File: config.mk
export PLATFORM = sky130hd
export DESIGN_NAME = jtag_tap_ctrl
export DESIGN_NICKNAME = d
export VERILOG_FILES = /design/src/rtl/jtag_pkg.sv /design/src/rtl/jtag_tap_fsm.sv /design/src/rtl/jtag_tap_ctrl.sv
export SDC_FILE = /design/constraint.sdc
export NUM_CORES = 1
export LEC_CHECK = 0
export BUFFER_PORTS_ARGS = -buffer_cell sky130_fd_sc_hd__clkbuf_2
export CORE_ASPECT_RATIO = 0.7
export CORE_MARGIN = 10
export CORE_UTILIZATION = 49
export DETAILED_ROUTE_END_ITERATION = 8
export PLACE_DENSITY_LB_ADDON = 0.25
export REMOVE_ABC_BUFFERS = 1
export SETUP_SLACK_MARGIN = 0.1
export SYNTH_ARGS = -nofsm -noshare
export SYNTH_HDL_FRONTEND = slang
export SYNTH_SLANG_ARGS = --single-unit
File: constraint.sdc
create_clock -name clk -period 2.07 [get_ports clk]
set_input_delay 0.1035 -clock clk [delete_from_list [all_inputs] [get_ports clk]]
set_output_delay 0.1035 -clock clk [all_outputs]
set_load 0.02 [all_outputs]
File: src/rtl/jtag_pkg.sv
// TAP state encoding, instruction opcodes and the 1149.1 next-state table.
// Latency: none (definitions and a pure function only).
// Backpressure: none; users advance the table only on detected tck rising edges.
package jtag_pkg;

    // Standard 1149.1 state encoding, so tap_state matches common debugger views.
    typedef enum logic [3:0] {
        TLR    = 4'hF,
        RTI    = 4'hC,
        SEL_DR = 4'h7,
        CAP_DR = 4'h6,
        SH_DR  = 4'h2,
        EX1_DR = 4'h1,
        PAU_DR = 4'h3,
        EX2_DR = 4'h0,
        UPD_DR = 4'h5,
        SEL_IR = 4'h4,
        CAP_IR = 4'hE,
        SH_IR  = 4'hA,
        EX1_IR = 4'h9,
        PAU_IR = 4'hB,
        EX2_IR = 4'h8,
        UPD_IR = 4'hD
    } tap_state_e;

    // Opcodes; cast to IR width at the point of use. -1 truncates to all-ones.
    localparam int OP_IDCODE = 1;
    localparam int OP_USER   = 2;
    localparam int OP_BYPASS = -1;

    // TAP transition taken on a tck rising edge for the sampled tms.
    function automatic tap_state_e tap_next(input tap_state_e s, input logic tms);
        tap_state_e n;
        n = TLR;
        case (s)
            TLR:     n = tms ? TLR    : RTI;
            RTI:     n = tms ? SEL_DR : RTI;
            SEL_DR:  n = tms ? SEL_IR : CAP_DR;
            CAP_DR:  n = tms ? EX1_DR : SH_DR;
            SH_DR:   n = tms ? EX1_DR : SH_DR;
            EX1_DR:  n = tms ? UPD_DR : PAU_DR;
            PAU_DR:  n = tms ? EX2_DR : PAU_DR;
            EX2_DR:  n = tms ? UPD_DR : SH_DR;
            UPD_DR:  n = tms ? SEL_DR : RTI;
            SEL_IR:  n = tms ? TLR    : CAP_IR;
            CAP_IR:  n = tms ? EX1_IR : SH_IR;
            SH_IR:   n = tms ? EX1_IR : SH_IR;
            EX1_IR:  n = tms ? UPD_IR : PAU_IR;
            PAU_IR:  n = tms ? EX2_IR : PAU_IR;
            EX2_IR:  n = tms ? UPD_IR : SH_IR;
            UPD_IR:  n = tms ? SEL_DR : RTI;
            default: n = TLR;
        endcase
        return n;
    endfunction

endpackage

File: src/rtl/jtag_tap_fsm.sv
// Pin synchroniser, tck edge detector and 16-state TAP FSM in the clk domain.
// Latency: tck pin edge -> tck_r/tck_f strobe SYNC_STG+1 clk; state moves on the strobe clk.
// Backpressure: none; every sampled tck edge is acted on, clk must be >= 4x tck.
module jtag_tap_fsm
    import jtag_pkg::*;
#(
    parameter int SYNC_STG = 2
) (
    input  logic       clk,
    input  logic       rst_n,
    input  logic       tck,
    input  logic       tms,
    input  logic       tdi,
    output logic       tck_r,
    output logic       tck_f,
    output logic       tdi_s,
    output logic [3:0] tap_state
);

    logic [SYNC_STG-1:0] tck_sync_q;
    logic [SYNC_STG-1:0] tms_sync_q;
    logic [SYNC_STG-1:0] tdi_sync_q;
    logic                tck_d_q;
    logic                tck_r_q;
    logic                tck_f_q;
    logic                tms_q;
    logic                tdi_q;
    tap_state_e          state_q;
    tap_state_e          state_d;

    // Equal-depth synchronisers plus one register stage, so tms/tdi line up with the edge strobes.
    always_ff @(posedge clk or negedge rst_n) begin
        if (!rst_n) begin
            tck_sync_q <= '0;
            tms_sync_q <= '0;
            tdi_sync_q <= '0;
            tck_d_q    <= 1'b0;
            tck_r_q    <= 1'b0;
            tck_f_q    <= 1'b0;
            tms_q      <= 1'b0;
            tdi_q      <= 1'b0;
        end else begin
            tck_sync_q <= {tck_sync_q[SYNC_STG-2:0], tck};
            tms_sync_q <= {tms_sync_q[SYNC_STG-2:0], tms};
            tdi_sync_q <= {tdi_sync_q[SYNC_STG-2:0], tdi};
            tck_d_q    <= tck_sync_q[SYNC_STG-1];
            tck_r_q    <= tck_sync_q[SYNC_STG-1] & ~tck_d_q;
            tck_f_q    <= ~tck_sync_q[SYNC_STG-1] & tck_d_q;
            tms_q      <= tms_sync_q[SYNC_STG-1];
            tdi_q      <= tdi_sync_q[SYNC_STG-1];
        end
    end

    // TAP state register.
    always_ff @(posedge clk or negedge rst_n) begin
        if (!rst_n) begin
            state_q <= TLR;
        end else begin
            state_q <= state_d;
        end
    end

    // Next state: only a tck rising strobe advances the TAP.
    always_comb begin
        state_d = state_q;
        if (tck_r_q) begin
            state_d = tap_next(state_q, tms_q);
        end
    end

    assign tck_r     = tck_r_q;
    assign tck_f     = tck_f_q;
    assign tdi_s     = tdi_q;
    assign tap_state = state_q;

endmodule

File: src/rtl/jtag_tap_ctrl.sv
// IEEE 1149.1 TAP controller with IR, BYPASS, USER and optional IDCODE (JTAG_IDCODE_EN) registers.
// Latency: tdo/tdo_oe settle SYNC_STG+2 clk after tck falls; user_upd SYNC_STG+2 clk after Update-DR tck rise.
// Backpressure: none; the JTAG host paces everything and user_upd is a single-clk pulse the fabric must take.
module jtag_tap_ctrl
    import jtag_pkg::*;
#(
    parameter int          DEFAULT  = 32,
    parameter int          IR_W     = 4,
    parameter logic [31:0] IDCODE   = 32'h1000_0001,
    parameter int          SYNC_STG = 2
) (
    input  logic               clk,
    input  logic               rst_n,
    input  logic               tck,
    input  logic               tms,
    input  logic               tdi,
    output logic               tdo,
    output logic               tdo_oe,
    output logic [3:0]         tap_state,
    output logic [IR_W-1:0]    ir_out,
    input  logic [DEFAULT-1:0] user_cap,
    output logic [DEFAULT-1:0] user_dr,
    output logic               user_upd
);

    localparam logic [IR_W-1:0] OP_BYP_W   = IR_W'(OP_BYPASS);
    localparam logic [IR_W-1:0] OP_USR_W   = IR_W'(OP_USER);
    localparam logic [IR_W-1:0] IR_CAPTURE = IR_W'(2'b01);
`ifdef JTAG_IDCODE_EN
    localparam logic [IR_W-1:0] OP_IDC_W   = IR_W'(OP_IDCODE);
    localparam logic [IR_W-1:0] IR_RESET   = OP_IDC_W;
`else
    localparam logic [IR_W-1:0] IR_RESET   = OP_BYP_W;
    // IDCODE is only consumed when the IDCODE register is built.
    localparam logic unused_idcode_lsb = IDCODE[0];
`endif

    logic               tck_r;
    logic               tck_f;
    logic               tdi_s;
    logic [IR_W-1:0]    ir_q, ir_d;
    logic [IR_W-1:0]    shift_ir_q, shift_ir_d;
    logic [DEFAULT-1:0] shift_usr_q, shift_usr_d;
    logic [DEFAULT-1:0] user_dr_q, user_dr_d;
    logic               byp_q, byp_d;
    logic               tdo_q, tdo_d;
    logic               tdo_oe_q, tdo_oe_d;
    logic               user_upd_q, user_upd_d;
    logic               sel_usr;
    logic               sel_idc;
    logic               dr_lsb;
`ifdef JTAG_IDCODE_EN
    logic [31:0]        shift_idc_q, shift_idc_d;
`endif

    jtag_tap_fsm #(
        .SYNC_STG (SYNC_STG)
    ) u_fsm (
        .clk       (clk),
        .rst_n     (rst_n),
        .tck       (tck),
        .tms       (tms),
        .tdi       (tdi),
        .tck_r     (tck_r),
        .tck_f     (tck_f),
        .tdi_s     (tdi_s),
        .tap_state (tap_state)
    );

    // Instruction decode; anything unrecognised falls through to the 1-bit BYPASS register.
    assign sel_usr = (ir_q == OP_USR_W);
`ifdef JTAG_IDCODE_EN
    assign sel_idc = (ir_q == OP_IDC_W);
    assign dr_lsb  = sel_usr ? shift_usr_q[0] : (sel_idc ? shift_idc_q[0] : byp_q);
`else
    assign sel_idc = 1'b0;
    assign dr_lsb  = sel_usr ? shift_usr_q[0] : byp_q;
`endif

    // IR/DR capture, shift and update on tck rise; tdo and its enable on tck fall.
    always_comb begin
        ir_d        = ir_q;
        shift_ir_d  = shift_ir_q;
        shift_usr_d = shift_usr_q;
        user_dr_d   = user_dr_q;
        byp_d       = byp_q;
        tdo_d       = tdo_q;
        tdo_oe_d    = tdo_oe_q;
        user_upd_d  = 1'b0;
`ifdef JTAG_IDCODE_EN
        shift_idc_d = shift_idc_q;
`endif
        if (tap_state == TLR) begin
            ir_d = IR_RESET;
        end
        if (tck_r) begin
            case (tap_state)
                CAP_IR: shift_ir_d = IR_CAPTURE;
                SH_IR: begin
                    shift_ir_d         = shift_ir_q >> 1;
                    shift_ir_d[IR_W-1] = tdi_s;
                end
                UPD_IR: ir_d = shift_ir_q;
                CAP_DR: begin
                    if (sel_usr) begin
                        shift_usr_d = user_cap;
                    end else if (sel_idc) begin
`ifdef JTAG_IDCODE_EN
                        shift_idc_d = IDCODE;
`endif
                    end else begin
                        byp_d = 1'b0;
                    end
                end
                SH_DR: begin
                    if (sel_usr) begin
                        shift_usr_d            = shift_usr_q >> 1;
                        shift_usr_d[DEFAULT-1] = tdi_s;
                    end else if (sel_idc) begin
`ifdef JTAG_IDCODE_EN
                        shift_idc_d     = shift_idc_q >> 1;
                        shift_idc_d[31] = tdi_s;
`endif
                    end else begin
                        byp_d = tdi_s;
                    end
                end
                UPD_DR: begin
                    if (sel_usr) begin
                        user_dr_d  = shift_usr_q;
                        user_upd_d = 1'b1;
                    end
                end
                default: ;
            endcase
        end
        if (tck_f) begin
            tdo_oe_d = (tap_state == SH_DR) || (tap_state == SH_IR);
            if (tap_state == SH_IR) begin
                tdo_d = shift_ir_q[0];
            end else if (tap_state == SH_DR) begin
                tdo_d = dr_lsb;
            end
        end
    end

    // Register file for the datapath; reset drops any partial shift.
    always_ff @(posedge clk or negedge rst_n) begin
        if (!rst_n) begin
            ir_q        <= IR_RESET;
            shift_ir_q  <= '0;
            shift_usr_q <= '0;
            user_dr_q   <= '0;
            byp_q       <= 1'b0;
            tdo_q       <= 1'b0;
            tdo_oe_q    <= 1'b0;
            user_upd_q  <= 1'b0;
        end else begin
            ir_q        <= ir_d;
            shift_ir_q  <= shift_ir_d;
            shift_usr_q <= shift_usr_d;
            user_dr_q   <= user_dr_d;
            byp_q       <= byp_d;
            tdo_q       <= tdo_d;
            tdo_oe_q    <= tdo_oe_d;
            user_upd_q  <= user_upd_d;
        end
    end

`ifdef JTAG_IDCODE_EN
    // IDCODE shift register, present only in IDCODE-enabled builds.
    always_ff @(posedge clk or negedge rst_n) begin
        if (!rst_n) begin
            shift_idc_q <= '0;
        end else begin
            shift_idc_q <= shift_idc_d;
        end
    end
`endif

    assign ir_out   = ir_q;
    assign tdo      = tdo_q;
    assign tdo_oe   = tdo_oe_q;
    assign user_dr  = user_dr_q;
    assign user_upd = user_upd_q;

endmodule

# Word-level counts from Yosys, hierarchy flattened
# Index checks and enable logic that the tools add are counted.
# totals
out_inout_bits	43
input_bits	37
word_cells	83
reg_bits	91
# classes
n_reduce_logical	13
eq_ne	20
mux	29
n_bitwise	4
# ops
operator	n
32-bit 2-to-1 mux	2
32-bit one-hot mux with 2 select lines	1
4-bit one-hot mux with 12 select lines	1
4-bit == test, second input constant	8
4-bit by 3-bit == test with 1-bit output, second input constant	4
4-bit 2-to-1 mux	4
4-bit by 2-bit == test with 1-bit output, second input constant	3
2-bit 2-to-1 mux	6
3-bit 2-to-1 mux	4
1-bit 2-to-1 mux	9
2-bit != test, second input constant	4
4-bit one-hot mux with 2 select lines	1
4-bit AND reduction	2
2-bit nonzero test	3
4-bit by 1-bit == test with 1-bit output, second input constant	1
4-bit logical NOT	1
2-bit AND reduction	2
2-bit OR reduction	2
3-bit AND reduction	1
3-bit OR reduction	1
1-bit AND	2
1-bit inverter	2
1-bit one-hot mux with 2 select lines	1
1-bit logical OR	1

# Logic depth before layout (Yosys ltp)
# Gate-level depths: netlist (run 1).
# logic_depth
word_depth	4
depth_mapped	5
depth_no_buf	3

# Hierarchy
# A second synthesis (run 1) with hierarchy kept.
# unflattened
hier_cells	291
hier_area_um2	3776.1
# modules_own_cells
module	cells_per_inst	instances	seq_area_each_um2	area_each_um2
jtag_tap_ctrl	253	1	1906.8	3251.9
jtag_tap_fsm	38	1	380.4	524.3

# Worst setup path before layout (run 1)
# Ideal clock, no wire load.
# synth_timing
kind	register -> register
from	register ir_q[1] (netlist: ir_out[1])
to	register user_dr_q[16] (netlist: user_dr[16])
t_required_ps	1945
setup_time_ps	125
path_buffers	1
t_arrival_ps	2074
period_less_slack_ps	2198
setup_slack_ps	-128
stages_incl_launch_ff	5
path_cell_list	dfstp_2 or4b_4 nor4b_4 buf_6 mux2_2
# synth_between
elab_chain_len	2
# synth_rtl
element	line	rtl
start: declaration	jtag_tap_ctrl.sv:41	logic [IR_W-1:0] ir_q, ir_d;
start signal: assignment	jtag_tap_ctrl.sv:159	ir_q <= ir_d;
4-bit by 2-bit == test with 1-bit output	jtag_tap_ctrl.sv:71	assign sel_usr = (ir_q == OP_USR_W);
3-bit AND reduction (no source line)	--	
end signal: assignment	jtag_tap_ctrl.sv:162	user_dr_q <= user_dr_d;
end: declaration	jtag_tap_ctrl.sv:44	logic [DEFAULT-1:0] user_dr_q, user_dr_d;
# No other way between the ends.
# A chain may end at the register's enable or synchronous reset.

# Worst setup path in the final report (run 1)
# layout_timing
from	register ir_q[1] (netlist: ir_out[1])
to	register shift_usr_q[4]
# layout_between
elab_chain_len	3
word_cells_on_any_way	4
classes_between	eq/ne (3); reduce/logical (1)
# layout_rtl
element	line	rtl
4-bit by 2-bit == test with 1-bit output (*)	jtag_tap_ctrl.sv:71	
2-bit != test (no source line)	--	
4-bit AND reduction (no source line) (*)	--	
end signal: assignment	jtag_tap_ctrl.sv:161	shift_usr_q <= shift_usr_d;
end: declaration	jtag_tap_ctrl.sv:43	logic [DEFAULT-1:0] shift_usr_q, shift_usr_d;
# Mark *: on every way between the ends. The rest lies on a longest branch, timed or not.

==> results by group, run 1 <==
Run status
  – Status: finished, violations left
  – Failing checks: setup timing

Logic synthesis
  – Synth Warn #: 0
  – Post-synth EDFFs: 0
  – Seq/Total Area, Yosys: between 50 and 60%
  – Post-synth top area cell: dfrtp_1
  – Syn Area/Cell: ~15 µm²
  – Flop and latch count out of synthesis: a little over 90
  – Post-synthesis cell type count: 34
  – Cell count after synthesis: about 260
  – Post-synth ARST share: 100%
  – Post-Syn Area: between 3000 and 4000 µm²
  – Top FF cell, synth: dfrtp_1
  – Post-synth top area share: between 50% and 60%
  – Ranking of synthesized cells by area: dfrtp_1 (53%), mux2_2 (27%), dfstp_2 (5.4%)

Floorplan
  – Chip height: 94.6 µm
  – I/O pin cnt: 80
  – Total core area: about 8000 µm²
  – Initial core utilization: between 40 and 50%
  – Die Area: approximately 12,000 µm²
  – Die X: approximately 130 µm
  – Row count: 27

Min path
  – Hold Path Origin: user_cap[18]
  – Hold Crit Class: in2reg

Drt
  – Vias: ~2,500
  – WL per Instance: 18.9 µm
  – Pre-antenna DRT Iters: 5
  – DRC Markers: 0
  – Antenna-violating nets left: 0
  – Drt total wl: 8970 µm
  – 1st-iter DRT viols: a little over 90
  – DR vias/cell: 5.25

Power and ir drop
  – IR drop worst, VDD: approximately 0.00045 V
  – Power per cell area: roughly 1000 nW/µm²
  – Leakage power figure: approximately 2.5 nW

Layout
  – Final Core Density: approximately 66%
  – Nets@finish: a little over 400
  – Design area: roughly 5200 µm²
  – Ant. Diodes: 0
  – Share of cells above drive strength 1: between 60% and 70%
  – Area growth, synth to finish: 32.3%

Setup path
  – Crit. End Element: flip-flop
  – Reg-to-reg startpoint: ir_out[1]
  – Worst EP arrival: around 2.3 ns
  – CP top delay family: simple AND/OR/NAND/NOR gates
  – CP Buf/Inv Count: 3
  – R2R cell count: 6
  – End of the critical path: shift_usr_q[4]
  – Slowest stage delay, CP: around 0.53 ns
  – Reg2reg setup slack: -0.02 ns
  – Data required, critical path: roughly 2.3 ns
  – CP cell instances: or4b_4, buf_4, nor3_4, buf_6, clkbuf_16, mux2_2
  – Worst setup startpoint: ir_out[1]
  – End of the worst register-to-register path: shift_usr_q[4]
  – Critical Path Fanout Max: 8
  – Max stage delay cell, worst path: dfstp_2
  – CP Class: reg2reg
  – Critical Path Source Type: flip-flop
  – Levels on crit path: 6

Placed design
  – IO buf count: 79
  – Post-DP Area: 4490 µm²
  – Hpwl dp: 5660 µm
  – Final GP Congestion: about 0.81

Timing
  – Worst-margin pin slew: 0.400 ns
  – Hold Violations, Final: 0
  – Max-slew violation count: 0
  – Final setup vio count: 35
  – RSZ-0062 raised after global routing: true
  – Worst setup margin: -0.0226 ns
  – Relative slew slack: approximately three quarters
  – Final Skew: roughly 0.0067 ns
  – Fin crit period: between 2 and 2.5 ns
  – Final period util: 101%
  – Fmax: 478 MHz

Clock network
  – CTS tree: built
  – Clk_lat worst skew: approximately 0.33 ns
  – Worst-case clock buffer depth: 2
  – Clock-pin slew on the worst setup and hold paths: ~0.070 ns
  – Clk sinks: 91
  – Num CTS Buffers: 9
  – Clk root buf: clkbuf_16
  – # H-tree levels: 3

Global route
  – Initial antenna violation count: 0
  – Global-route wire length before repair: about 14,000 µm
  – Vias in the first global route: 2,701
  – Largest net degree at the start of global routing: 45
  – Grt ovf: 0
  – All-Layer GR Usage: between 10% and 20%

Run
  – Max cap viols: 0
==> routing by layer <==
layer / GRT usage [%] / routed length [µm]
met1: 19.1 / 4300
met2: 23.4 / 4060
met3: 6.10 / 555
met4: 3.78 / 48
met5: 0 / 0
==> cell families (layout without fill, tap and decap cells) <==
kind of cell	count (synthesis)	count (layout)	share of synthesized area (%)
simple gates	26	26	4.98
mux	100	100	28.8
compound gates	27	27	4.75
buf+inv	20	129	2.73
flops	91	91	58.7
==> final cells by class <==
| class | count | area (µm²) |
|---|---|---|
| inverters | 4 | 15.0 |
| clock inverters | 5 | 46.3 |
| flip-flops and latches | 91 | 2290 |
| clock buffers | 11 | 243 |
| repair buffers | 109 | 808 |
| well taps | 101 | 126 |
| multi-input cells | 153 | 1630 |
| fillers | 574 | 2650 |
==> worst min path at each step <==
stage	endpoint	cells after the start
floorplan	byp_q	0
finish	shift_usr_q[18]	3
detailed placement	user_dr[0]	1
global route	shift_usr_q[3]	3
CTS	shift_usr_q[19]	3
global placement	shift_ir_q[2]	1
==> cell usage in the layout (no fill, tap or decap), drive strengths merged, types with 2 or more instances in the layout <==
cell	n
o22a	7
a21oi	5
nor2b	2
clkinv	3
clkbuf	91
nor3	3
o21ai	8
dlygate4sd3	4
buf	25
mux2	97
nand2	5
mux2i	3
dfstp	8
nand4	2
dfrtp	83
o31ai	2
inv	6
nand3b	2
nand2b	3
nor4b	2
==> timing repair <==
item                                    in CTS  in global routing
endpoints found under the setup margin      49                 64
hold endpoints to repair                    26                  0
hold buffers                                 4                  0
gates resized for setup                     34                  6
pin swaps                                    2                  0
gates cloned                                 4                  2
setup buffers                                7                  0
==> Yosys cell counts, types with 3 or more instances <==
| cell type | count |
|---|---|
| dfrtp_1 | 83 |
| dfstp_2 | 8 |
| mux2i_1 | 3 |
| o22a_1 | 7 |
| nand2_1 | 5 |
| o21ai_0 | 8 |
| clkbuf_1 | 6 |
| buf_6 | 3 |
| buf_2 | 7 |
| mux2_2 | 95 |
| a21oi_1 | 5 |
| inv_1 | 4 |
| nand2b_1 | 3 |
==> power breakdown <==
part	leakage [nW]	switching [W]	internal (W)
Clock	0.142	0.000690	0.000866
Combinational	1.18	0.000542	0.000589
Sequential	1.21	0.000274	0.00213
==> tightest hold or removal path, cell delays in order <==
cell and delay [ns]:
clkbuf_2 0.07, mux2_2 0.13, mux2_2 0.13
==> flip-flops by register name (all words and copies together) (netlist names), 2 cells and up <==
signal / flops
u_fsm.tap_state: 4
u_fsm.tck_sync_q: 2
u_fsm.tdi_sync_q: 2
shift_usr_q: 32
ir_out: 4
user_dr: 32
shift_ir_q: 4
u_fsm.tms_sync_q: 2
==> through the flow <==
step	hold WS, ns	TNS [ns]	power (W)	setup WS (ns)	instances
finish	0.125	-0.472	0.00510	-0.0226	474
global route	0.116	-2.74	0.00536	-0.0697	474
CTS	0.113	-0.0462	0.00515	-0.00790	472
detailed placement	0.0670	-0.694	0.00352	-0.0349	441
global placement	0.0596	0	0.00349	0.00959	441
floorplan	-0.192	-68.11	0.00307	-1.35	248
(Power assumes the default switching activity.)
==> inputs of run 2 (changes only) <==
--- a/config.mk
+++ b/config.mk
@@ -15,4 +15,5 @@
 export SETUP_SLACK_MARGIN = 0.1
 export SYNTH_ARGS = -nofsm -noshare
 export SYNTH_HDL_FRONTEND = slang
+export SYNTH_HIERARCHICAL = 1
 export SYNTH_SLANG_ARGS = --single-unit
==> results by group, run 2 <==
Floorplan
  – Die X: 125 µm
  – Chip height: about 93 µm
  – I/O pin cnt: 80
  – Initial core utilization: 51.1%
  – Die Area: around 12,000 µm²
  – Row count: 26
  – Total core area: ~7400 µm²

Layout
  – Most frequent cells in the layout: dfrtp_1 (83), clkbuf_2 (78), inv_1 (35)
  – Final Core Density: about 63%
  – Area growth, synth to finish: 23.3%
  – Most common cell after layout, fill and taps aside: dfrtp_1
  – Ant. Diodes: 0
  – Share of cells above drive strength 1: 40.0%
  – Nets@finish: ~430

Timing
  – Max-slew violation count: 0
  – Hold Violations, Final: 0
  – RSZ-0062 raised after global routing: true
  – Final period util: between 90% and 100%
  – Worst-margin pin slew: around 0.43 ns
  – Relative slew slack: a little under three quarters
  – Final Skew: between 0.01 and 0.015 ns
  – Fin crit period: slightly above 2 ns
  – WHS: ~0.021 ns
  – Final setup vio count: 0
  – Fmax: ~500 MHz

Clock network
  – Worst-case clock buffer depth: 2
  – Clk root buf: clkbuf_8
  – # H-tree levels: 3
  – Clk_lat worst skew: about 0.36 ns
  – CTS tree: built
  – Clk sinks: between 90 and 100
  – Clock-pin slew on the worst setup and hold paths: 0.10 ns
  – Num CTS Buffers: 9

Run status
  – Status: finished, final reports clean

Setup path
  – Worst EP arrival: approximately 2.3 ns
  – Slowest stage delay, CP: slightly below 0.6 ns
  – Max stage delay cell, worst path: or4b_4
  – Most frequent CP cell: or4b_4
  – Critical Path Source Type: flip-flop
  – Crit. End Element: flip-flop
  – Critical Path Fanout Max: 11
  – CP cell instances: or4b_4, or4b_4, clkbuf_16, mux2i_1
  – CP Class: reg2reg
  – Data required, critical path: around 2.3 ns

Global route
  – Met3 usage: 5.25%
  – GRT met2 Usage: 21.7%
  – Global-route wire length before repair: 14,100 µm
  – Vias in the first global route: approximately 2,700
  – Initial antenna violation count: 0
  – Largest net degree at the start of global routing: 40
  – Met1 GRT Util: roughly a fifth
  – GR peak layer: met2
  – Grt ovf: 0
  – All-Layer GR Usage: roughly 15%

Drt
  – DRC Markers: 0
  – Drt total wl: about 8500 µm
  – Vias: ~2,600
  – WL per Instance: approximately 17 µm
  – 1st-iter DRT viols: around 200
  – DR vias/cell: 5.19
  – Pre-antenna DRT Iters: 4
  – Antenna-violating nets left: 0

Logic synthesis
  – Ranking of synthesized cells by area: dfrtp_1 (55%), mux2_2 (8.9%), mux2i_1 (8.7%)
  – Most common cell in the synthesized netlist: dfrtp_1
  – Post-Syn Area: about 3800 µm²
  – Post-synth top cells: dfrtp_1 (83), inv_1 (35), mux2i_1 (33), o22ai_1 (31), mux2_2 (30)
  – Flop and latch count out of synthesis: 91
  – Post-synth top area cell: dfrtp_1
  – Post-synth top area share: 55.0%
  – Post-synth EDFFs: 0
  – Post-synth ARST share: between 90% and 100%
  – Synth Warn #: 6
  – Syn Area/Cell: about 13 µm²
  – Cell count after synthesis: around 290
  – Top FF cell, synth: dfrtp_1
  – Post-synthesis cell type count: 38
  – Seq/Total Area, Yosys: 60.6%

Power and ir drop
  – Leakage power figure: around 2.5 nW
  – Power per cell area: between 900 and 1000 nW/µm²
  – IR drop worst, VDD: 0.000399 V

Placed design
  – Hpwl dp: around 6000 µm
  – Final GP Congestion: slightly above 0.8
  – IO buf count: slightly below 80

Min path
  – Hold Crit Class: in2reg

Run
  – Max cap viols: 0
## run 2: cell count changes after synthesis, sizes merged, moves of 2 or more
cell / delta
mux2: -61
inv: +31
o22ai: +31
mux2i: +30
a21oi: -3
buf: -3
o22a: -3
nand4: -2
nor2: +2
## run 2: final cells by class
class                           count  area, µm²
Clock buffer                       10        128
Clock inverter                      6       47.5
Fill cell                         595       2730
Inverter                           35        131
Multi-Input combinational cell    151       1300
Sequential cell                    91       2290
Tap cell                           98        123
Timing Repair Buffer              102        643
## run 2: repair_timing
action / in CTS / in global routing
gates resized for setup: 2 / 2
hold buffers: 4 / 0
gates cloned: 0 / 1
setup endpoints to repair: 64 / 61
endpoints found under the hold margin: 34 / 0
setup buffers: 0 / 0
## run 2: report_power, final
group | internal (W) | switching, W
Combinational | 0.000511 | 0.000672
Clock | 0.000450 | 0.000646
Sequential | 0.00204 | 0.000193
Total | 0.00300 | 0.00151
## run 2: worst paths after layout
check | cells past startpoint | from | slack [ns] | to
setup / recovery | 4 | ir_out[1] | 0.05 | shift_usr_q[10]
hold / removal | 3 | user_cap[15] | 0.02 | shift_usr_q[15]
setup reg to reg | 4 | ir_out[1] | 0.05 | shift_usr_q[10]
hold reg to reg | 0 | u_fsm/tms_sync_q[0] | 0.36 | u_fsm/tms_sync_q[1]
max in group asynchronous | 3 | rst_n | 1.16 | u_fsm/tap_state[3]
min in group asynchronous | 2 | rst_n | 0.22 | tdo_oe
## run 2: cells by family after synthesis
kind of cell,Yosys count,synth area share [%]
flops,91,60.6
mux,69,19.5
compound gates,54,9.54
buf+inv,49,5.60
simple gates,28,4.80
## run 2: worst max-delay path: cells and delay by family, from the launching register on
family | cells | cell delay (ns)
and+or+nand+nor | 2 | 1.04
buffers and inverters | 1 | 0.22
muxes | 1 | 0.12
DFF | 1 | 0.53
## run 2: metal layers
layer,wire (µm),vias to the layer above
met1,4150,1246
met3,513,7
met5,0,-
met4,81,0
li1,-,1239
met2,3740,67
## run 2: metrics by stage
| stage | power, W | instances | setup slack (ns) | TNS [ns] | area (µm²) |
|---|---|---|---|---|---|
| 2_1_floorplan | 0.00293 | 277 | -1.72 | -85.44 | 3700 |
| 3_3_place_gp | 0.00341 | 472 | -0.0644 | -1.75 | 4400 |
| 3_5_place_dp | 0.00345 | 472 | -0.129 | -3.18 | 4400 |
| 4_1_cts | 0.00456 | 492 | 0.0547 | 0 | 4620 |
| 5_1_grt | 0.00479 | 493 | 0.00186 | 0 | 4660 |
| 6_report | 0.00451 | 493 | 0.0507 | 0 | 4660 |
